[src/rtl/seg7_hex_reader_pkg.sv]
// Shared definitions for the seven-segment reader and hex encoders.
// Segment bit order is a..g from bit 6 down to bit 0, active-high.
package seg7_hex_reader_pkg;

    typedef enum logic [1:0] {
        ST_IDLE  = 2'd0,
        ST_COUNT = 2'd1,
        ST_HOLD  = 2'd2
    } state_e;

    localparam int SEG_A = 6;
    localparam int SEG_B = 5;
    localparam int SEG_C = 4;
    localparam int SEG_D = 3;
    localparam int SEG_E = 2;
    localparam int SEG_F = 1;
    localparam int SEG_G = 0;

    localparam logic [6:0] SEG_HEX_0 = 7'h7E;
    localparam logic [6:0] SEG_HEX_1 = 7'h30;
    localparam logic [6:0] SEG_HEX_2 = 7'h6D;
    localparam logic [6:0] SEG_HEX_3 = 7'h79;
    localparam logic [6:0] SEG_HEX_4 = 7'h33;
    localparam logic [6:0] SEG_HEX_5 = 7'h5B;
    localparam logic [6:0] SEG_HEX_6 = 7'h5F;
    localparam logic [6:0] SEG_HEX_7 = 7'h70;
    localparam logic [6:0] SEG_HEX_8 = 7'h7F;
    localparam logic [6:0] SEG_HEX_9 = 7'h7B;
    localparam logic [6:0] SEG_HEX_A = 7'h77;
    localparam logic [6:0] SEG_HEX_B = 7'h1F;
    localparam logic [6:0] SEG_HEX_C = 7'h4E;
    localparam logic [6:0] SEG_HEX_D = 7'h3D;
    localparam logic [6:0] SEG_HEX_E = 7'h4F;
    localparam logic [6:0] SEG_HEX_F = 7'h47;

    // Entry i holds the pattern for digit i.
    localparam logic [15:0][6:0] SEG_TABLE = {
        SEG_HEX_F, SEG_HEX_E, SEG_HEX_D, SEG_HEX_C,
        SEG_HEX_B, SEG_HEX_A, SEG_HEX_9, SEG_HEX_8,
        SEG_HEX_7, SEG_HEX_6, SEG_HEX_5, SEG_HEX_4,
        SEG_HEX_3, SEG_HEX_2, SEG_HEX_1, SEG_HEX_0
    };

endpackage

[src/rtl/seg7_hex_reader_decode.sv]
// Combinational segment-pattern to hex-digit lookup.
// Unknown patterns report err with hex forced to zero.
module seg7_hex_decode
    import seg7_hex_reader_pkg::*;
(
    input  logic [6:0] seg,
    output logic [3:0] hex,
    output logic       err
);

    always_comb begin
        hex = 4'h0;
        err = 1'b1;
        for (int i = 0; i < 16; i++) begin
            if (seg == SEG_TABLE[i]) begin
                hex = 4'(i);
                err = 1'b0;
            end
        end
    end

endmodule

[src/rtl/seg7_hex_reader.sv]
// Debounces a seven-segment sample stream and emits one decoded
// digit per run of STABLE_CNT identical accepted samples.
module seg7_hex_reader
    import seg7_hex_reader_pkg::*;
#(
    parameter int STABLE_CNT = 3
) (
    input  logic       clk,
    input  logic       rst,
    input  logic       seg_valid,
    input  logic [6:0] seg,
    output logic       seg_ready,
    output logic [3:0] hex,
    output logic       hex_err,
    output logic       hex_valid,
    input  logic       hex_ready
);

    localparam logic [3:0] CNT_MAX = 4'(STABLE_CNT);

    state_e     state_q, state_d;
    logic [3:0] cnt_q, cnt_d;
    logic [6:0] cand_q, cand_d;
    logic [3:0] hex_q, hex_d;
    logic       err_q, err_d;
    logic       valid_q, valid_d;

    logic       accept;
    logic [3:0] dec_hex;
    logic       dec_err;

    assign seg_ready = (state_q != ST_HOLD);
    assign accept    = seg_valid & seg_ready;

    seg7_hex_decode u_decode (
        .seg (cand_d),
        .hex (dec_hex),
        .err (dec_err)
    );

    always_comb begin
        state_d = state_q;
        cnt_d   = cnt_q;
        cand_d  = cand_q;
        hex_d   = hex_q;
        err_d   = err_q;
        valid_d = valid_q;
        unique case (state_q)
            ST_IDLE, ST_COUNT: begin
                if (accept) begin
                    if (state_q == ST_COUNT && seg == cand_q) begin
                        cnt_d = (cnt_q >= CNT_MAX) ? CNT_MAX : cnt_q + 4'd1;
                    end else begin
                        cand_d = seg;
                        cnt_d  = 4'd1;
                    end
                    if (cnt_d == CNT_MAX) begin
                        state_d = ST_HOLD;
                        valid_d = 1'b1;
                        hex_d   = dec_hex;
                        err_d   = dec_err;
                    end else begin
                        state_d = ST_COUNT;
                    end
                end
            end
            ST_HOLD: begin
                // Drop the candidate so the next result needs a full new run.
                if (hex_ready) begin
                    state_d = ST_IDLE;
                    valid_d = 1'b0;
                    cnt_d   = 4'd0;
                    cand_d  = 7'h00;
                end
            end
            default: begin
                state_d = ST_IDLE;
                valid_d = 1'b0;
                cnt_d   = 4'd0;
                cand_d  = 7'h00;
            end
        endcase
    end

    always_ff @(posedge clk) begin
        if (rst) begin
            state_q <= ST_IDLE;
            cnt_q   <= 4'd0;
            cand_q  <= 7'h00;
            hex_q   <= 4'h0;
            err_q   <= 1'b0;
            valid_q <= 1'b0;
        end else begin
            state_q <= state_d;
            cnt_q   <= cnt_d;
            cand_q  <= cand_d;
            hex_q   <= hex_d;
            err_q   <= err_d;
            valid_q <= valid_d;
        end
    end

    assign hex       = hex_q;
    assign hex_err   = err_q;
    assign hex_valid = valid_q;

endmodule

[config.mk]
export PLATFORM = sky130hd
export DESIGN_NAME = seg7_hex_reader
export DESIGN_NICKNAME = d
export VERILOG_FILES = /design/src/rtl/seg7_hex_reader_pkg.sv /design/src/rtl/seg7_hex_reader_decode.sv /design/src/rtl/seg7_hex_reader.sv
export SDC_FILE = /design/constraint.sdc
export NUM_CORES = 1
export LEC_CHECK = 0
export ABC_AREA = 1
export BUFFER_PORTS_ARGS = -buffer_cell sky130_fd_sc_hd__buf_2
export CAP_MARGIN = 20
export CORE_MARGIN = 2
export CORE_UTILIZATION = 45
export DETAILED_ROUTE_END_ITERATION = 12
export SYNTH_ARGS = -nofsm -noshare
export SYNTH_HDL_FRONTEND = slang
export SYNTH_SLANG_ARGS = --single-unit
[constraint.sdc]
create_clock -name clk -period 4.2 [get_ports clk]
set_input_delay 0.21 -clock clk [delete_from_list [all_inputs] [get_ports clk]]
set_output_delay 0.21 -clock clk [all_outputs]
set_load 0.1 [all_outputs]
==> out/qor.csv <==
metric,value,unit
Synth Cell Area,1399,µm²
grt total ovfl,0,
CP peak stage delay,0.37,ns
Final Critical Period,1.948,ns
number of hold buffers added after cts,0,
Syn Nets,235,
DR vias,1323,
first-pass GRT wire length,5.016,mm
Starting Density,46.58,%
post-layout util,50.29,%
power density cells,230.4,nW/µm²
RD Place Congestion,0.8821,
metal3 WL,88,µm
number of enable flip-flop cells after synthesis,0,
period utilization,46.39,%
Slowest cell on crit path,dfxtp_1,
Max-cap violations,0,
initial antenna violation count,0,
skew final,0.009113,ns
nets,253,
die width,59.76,µm
worst-margin pin slew,0.4869,ns
Reg area,380.4,µm²
Met2 Routed Length,1.326,mm
Hold WC Path Type,input pin to flip-flop,
std cell rows,20,
Fin. Hold Viols,0,
HPWL after DPL,2.454,mm
switching pwr,0.0001032,W
layout filler cell count,330,
core area,3003,µm²
pin count of the biggest net entering global routing,15,
vias per std cell,4.846,
PortBufs,17,
"FFs w/ async S/R, synth",0,%
layout cell share with drive strength beyond 1,24.58,%
Worst Setup Slack post-DPL,2.225,ns
"Seq/Total Area, Yosys",27.19,%
Synth cell types,25,
final worst slack,2.252,ns
met1 wire length,1.498,mm
Global Route Usage Sum,18.32,%
clock share of power,25.9,%
Comb power frac,19.4,%
number of global-route vias before repair,1185,
crit path max fanout,12,
Die Ht,59.76,µm
clk_lat worst skew,0.29,ns
Residual DRC,0,
Pint,0.0002448,W
CTS tree,yes,
crit path cell chain,"inv_2, nand2_1, nor2_1, nand4_1, nor2_2, nand4_1, nor2_2, nand2_1, nor2_1, nand3_1, a21oi_2",
Slew HR,67.76,%
# resized after CTS,0,
status,"finished, final reports clean",
register bit total from synthesis,19,
Syn Inst Count,223,
sw frac,29.65,%
setup bufs post-CTS,0,
# IOs,18,
Setup TNS,0,ns
CP Launch Type,flip-flop,
ys flop type,dfxtp_1,
area of the multi-input gates,863.3,µm²
ANT cells,0,
initial DRC count,51,
Slew Limit Fails,0,
required time of the critical path,4.44,ns
Reg power frac,54.7,%
Leak,0.7552,nW
Worst-path clk slew,0.11,ns
Worst IR Drop VDD,0.1291,mV
first-pass detailed-route iteration total,4,
Worst Path Arrival,2.19,ns
die area,3571,µm²
root buffer cell,clkbuf_4,
routed wire length,2.949,mm
top sig layer,met4,
Post-DRT Antenna Nets,0,
Synth warnings,0,
H-tree Lvls,1,
CTS max path bufs,2,
average wire per standard cell,10.80,µm
# setup viols final,0,
Max Clock Freq,513.2,MHz
clock buffer count from CTS,3,
clock sink count,19,
critical path type,flip-flop to flip-flop,
Syn Area/Cell,6.273,µm²
Area growth syn-to-layout,7.961,%
RSZ-0062 raised after global routing,false,
CP Capture Type,flip-flop,
layout by cell type, fill, tap and decap left out, types with 2 or more instances in the layout:
| cell | netlist | layout |
|---|---|---|
| nand4_1 | 3 | 3 |
| inv_2 | 3 | 3 |
| nor2_1 | 28 | 28 |
| a21oi_2 | 4 | 4 |
| clkbuf_4 | 0 | 3 |
| o21ai_1 | 3 | 3 |
| o21a_1 | 2 | 2 |
| buf_2 | 0 | 17 |
| nand3_1 | 10 | 10 |
| nand2_1 | 68 | 68 |
| inv_1 | 27 | 27 |
| nand2_4 | 4 | 4 |
| xnor2_1 | 4 | 4 |
| nand3_2 | 4 | 4 |
| o21ai_0 | 5 | 5 |
| nor2_2 | 10 | 10 |
| nand2_2 | 11 | 11 |
| dfxtp_1 | 19 | 19 |
| a21oi_1 | 9 | 9 |
cell families (layout without fill, tap and decap cells):
kind of cell    Yosys count  in the layout  synth area share (%)
simple gates            142            142                 48.66
flops                    19             19                 27.19
fa+ha+maj                 1              1                0.8943
xor+xnor                  4              4                 2.504
compound gates           23             23                 9.659
buf+inv                  34             51                 11.09
registers in the layout (all words and copies together), names as in the netlist:
| register | cells |
|---|---|
| hex_err | 1 |
| hex | 4 |
| state_q | 2 |
| hex_valid | 1 |
| cnt_q | 4 |
| cand_q | 7 |
final timing paths:
path	startpoint	end	slack (ns)	cells past startpoint
setup / recovery	state_q[1]$_SDFFE_PP0P_	hex_err$_SDFFE_PP0P_	2.25	11
hold / removal	rst	hex_err$_SDFFE_PP0P_	0.21	2
setup reg to reg	state_q[1]$_SDFFE_PP0P_	hex_err$_SDFFE_PP0P_	2.25	11
hold reg to reg	cnt_q[2]$_SDFFE_PP0P_	cnt_q[2]$_SDFFE_PP0P_	0.45	2
power by group through the flow:
stage | logic, W | registers, W | clock network [W]
2_1_floorplan | 0.0000524 | 0.000194 | 0
3_3_place_gp | 0.0000682 | 0.000195 | 0
3_5_place_dp | 0.0000680 | 0.000195 | 0
4_1_cts | 0.0000683 | 0.000190 | 0.0000984
5_1_grt | 0.0000775 | 0.000191 | 0.000104
6_report | 0.0000675 | 0.000190 | 0.0000903
metrics by stage:
| step | power (W) | instances | area (µm²) | hold slack, ns |
|---|---|---|---|---|
| 2_1_floorplan | 0.0002459 | 223 | 1399 | 0.2724 |
| 3_5_place_dp | 0.0002625 | 269 | 1483 | 0.4337 |
| 5_1_grt | 0.0003727 | 273 | 1510 | 0.1963 |
| 3_3_place_gp | 0.0002627 | 269 | 1483 | 0.4347 |
| 4_1_cts | 0.0003570 | 273 | 1510 | 0.1863 |
| 6_report | 0.0003480 | 273 | 1510 | 0.2079 |
layout make-up:
cell class,count,area share [%]
Multi-Input combinational cell,170,57.17
Sequential cell,19,25.19
Inverter,30,7.456
Timing Repair Buffer,17,5.634
Tap cell,33,2.734
Clock buffer,3,1.491
Clock inverter,1,0.3314
per-layer routing:
| layer | track usage, % | vias to the layer above |
|---|---|---|
| met5 | 0 | - |
| met4 | 6.667 | 0 |
| met3 | 2.597 | 4 |
| met2 | 29.66 | 18 |
| met1 | 24.61 | 580 |
| li1 | - | 721 |
cells in the mapped netlist, types with 2 or more instances:
cell type / instances / area, µm²
nand2_1: 68 / 255.2
nor2_1: 28 / 105.1
inv_1: 27 / 101.4
dfxtp_1: 19 / 380.4
nand2_2: 11 / 68.82
nand3_1: 10 / 50.05
nor2_2: 10 / 62.56
a21oi_1: 9 / 45.04
o21ai_0: 5 / 25.02
a21oi_2: 4 / 35.03
nand2_4: 4 / 45.04
nand3_2: 4 / 40.04
xnor2_1: 4 / 35.03
inv_2: 3 / 11.26
nand4_1: 3 / 18.77
o21ai_1: 3 / 15.01
clkbuf_8: 2 / 27.53
o21a_1: 2 / 15.01
critical path, delay by kind of cell (launching register included):
kind / cells / cell delay, ns
AO/OA/AOI/OAI: 1 / 0.11
AND/OR/NAND/NOR: 9 / 1.21
flip-flops: 1 / 0.37
buffers and inverters: 1 / 0.21
No activity file was read; power rests on OpenSTA's default activity.
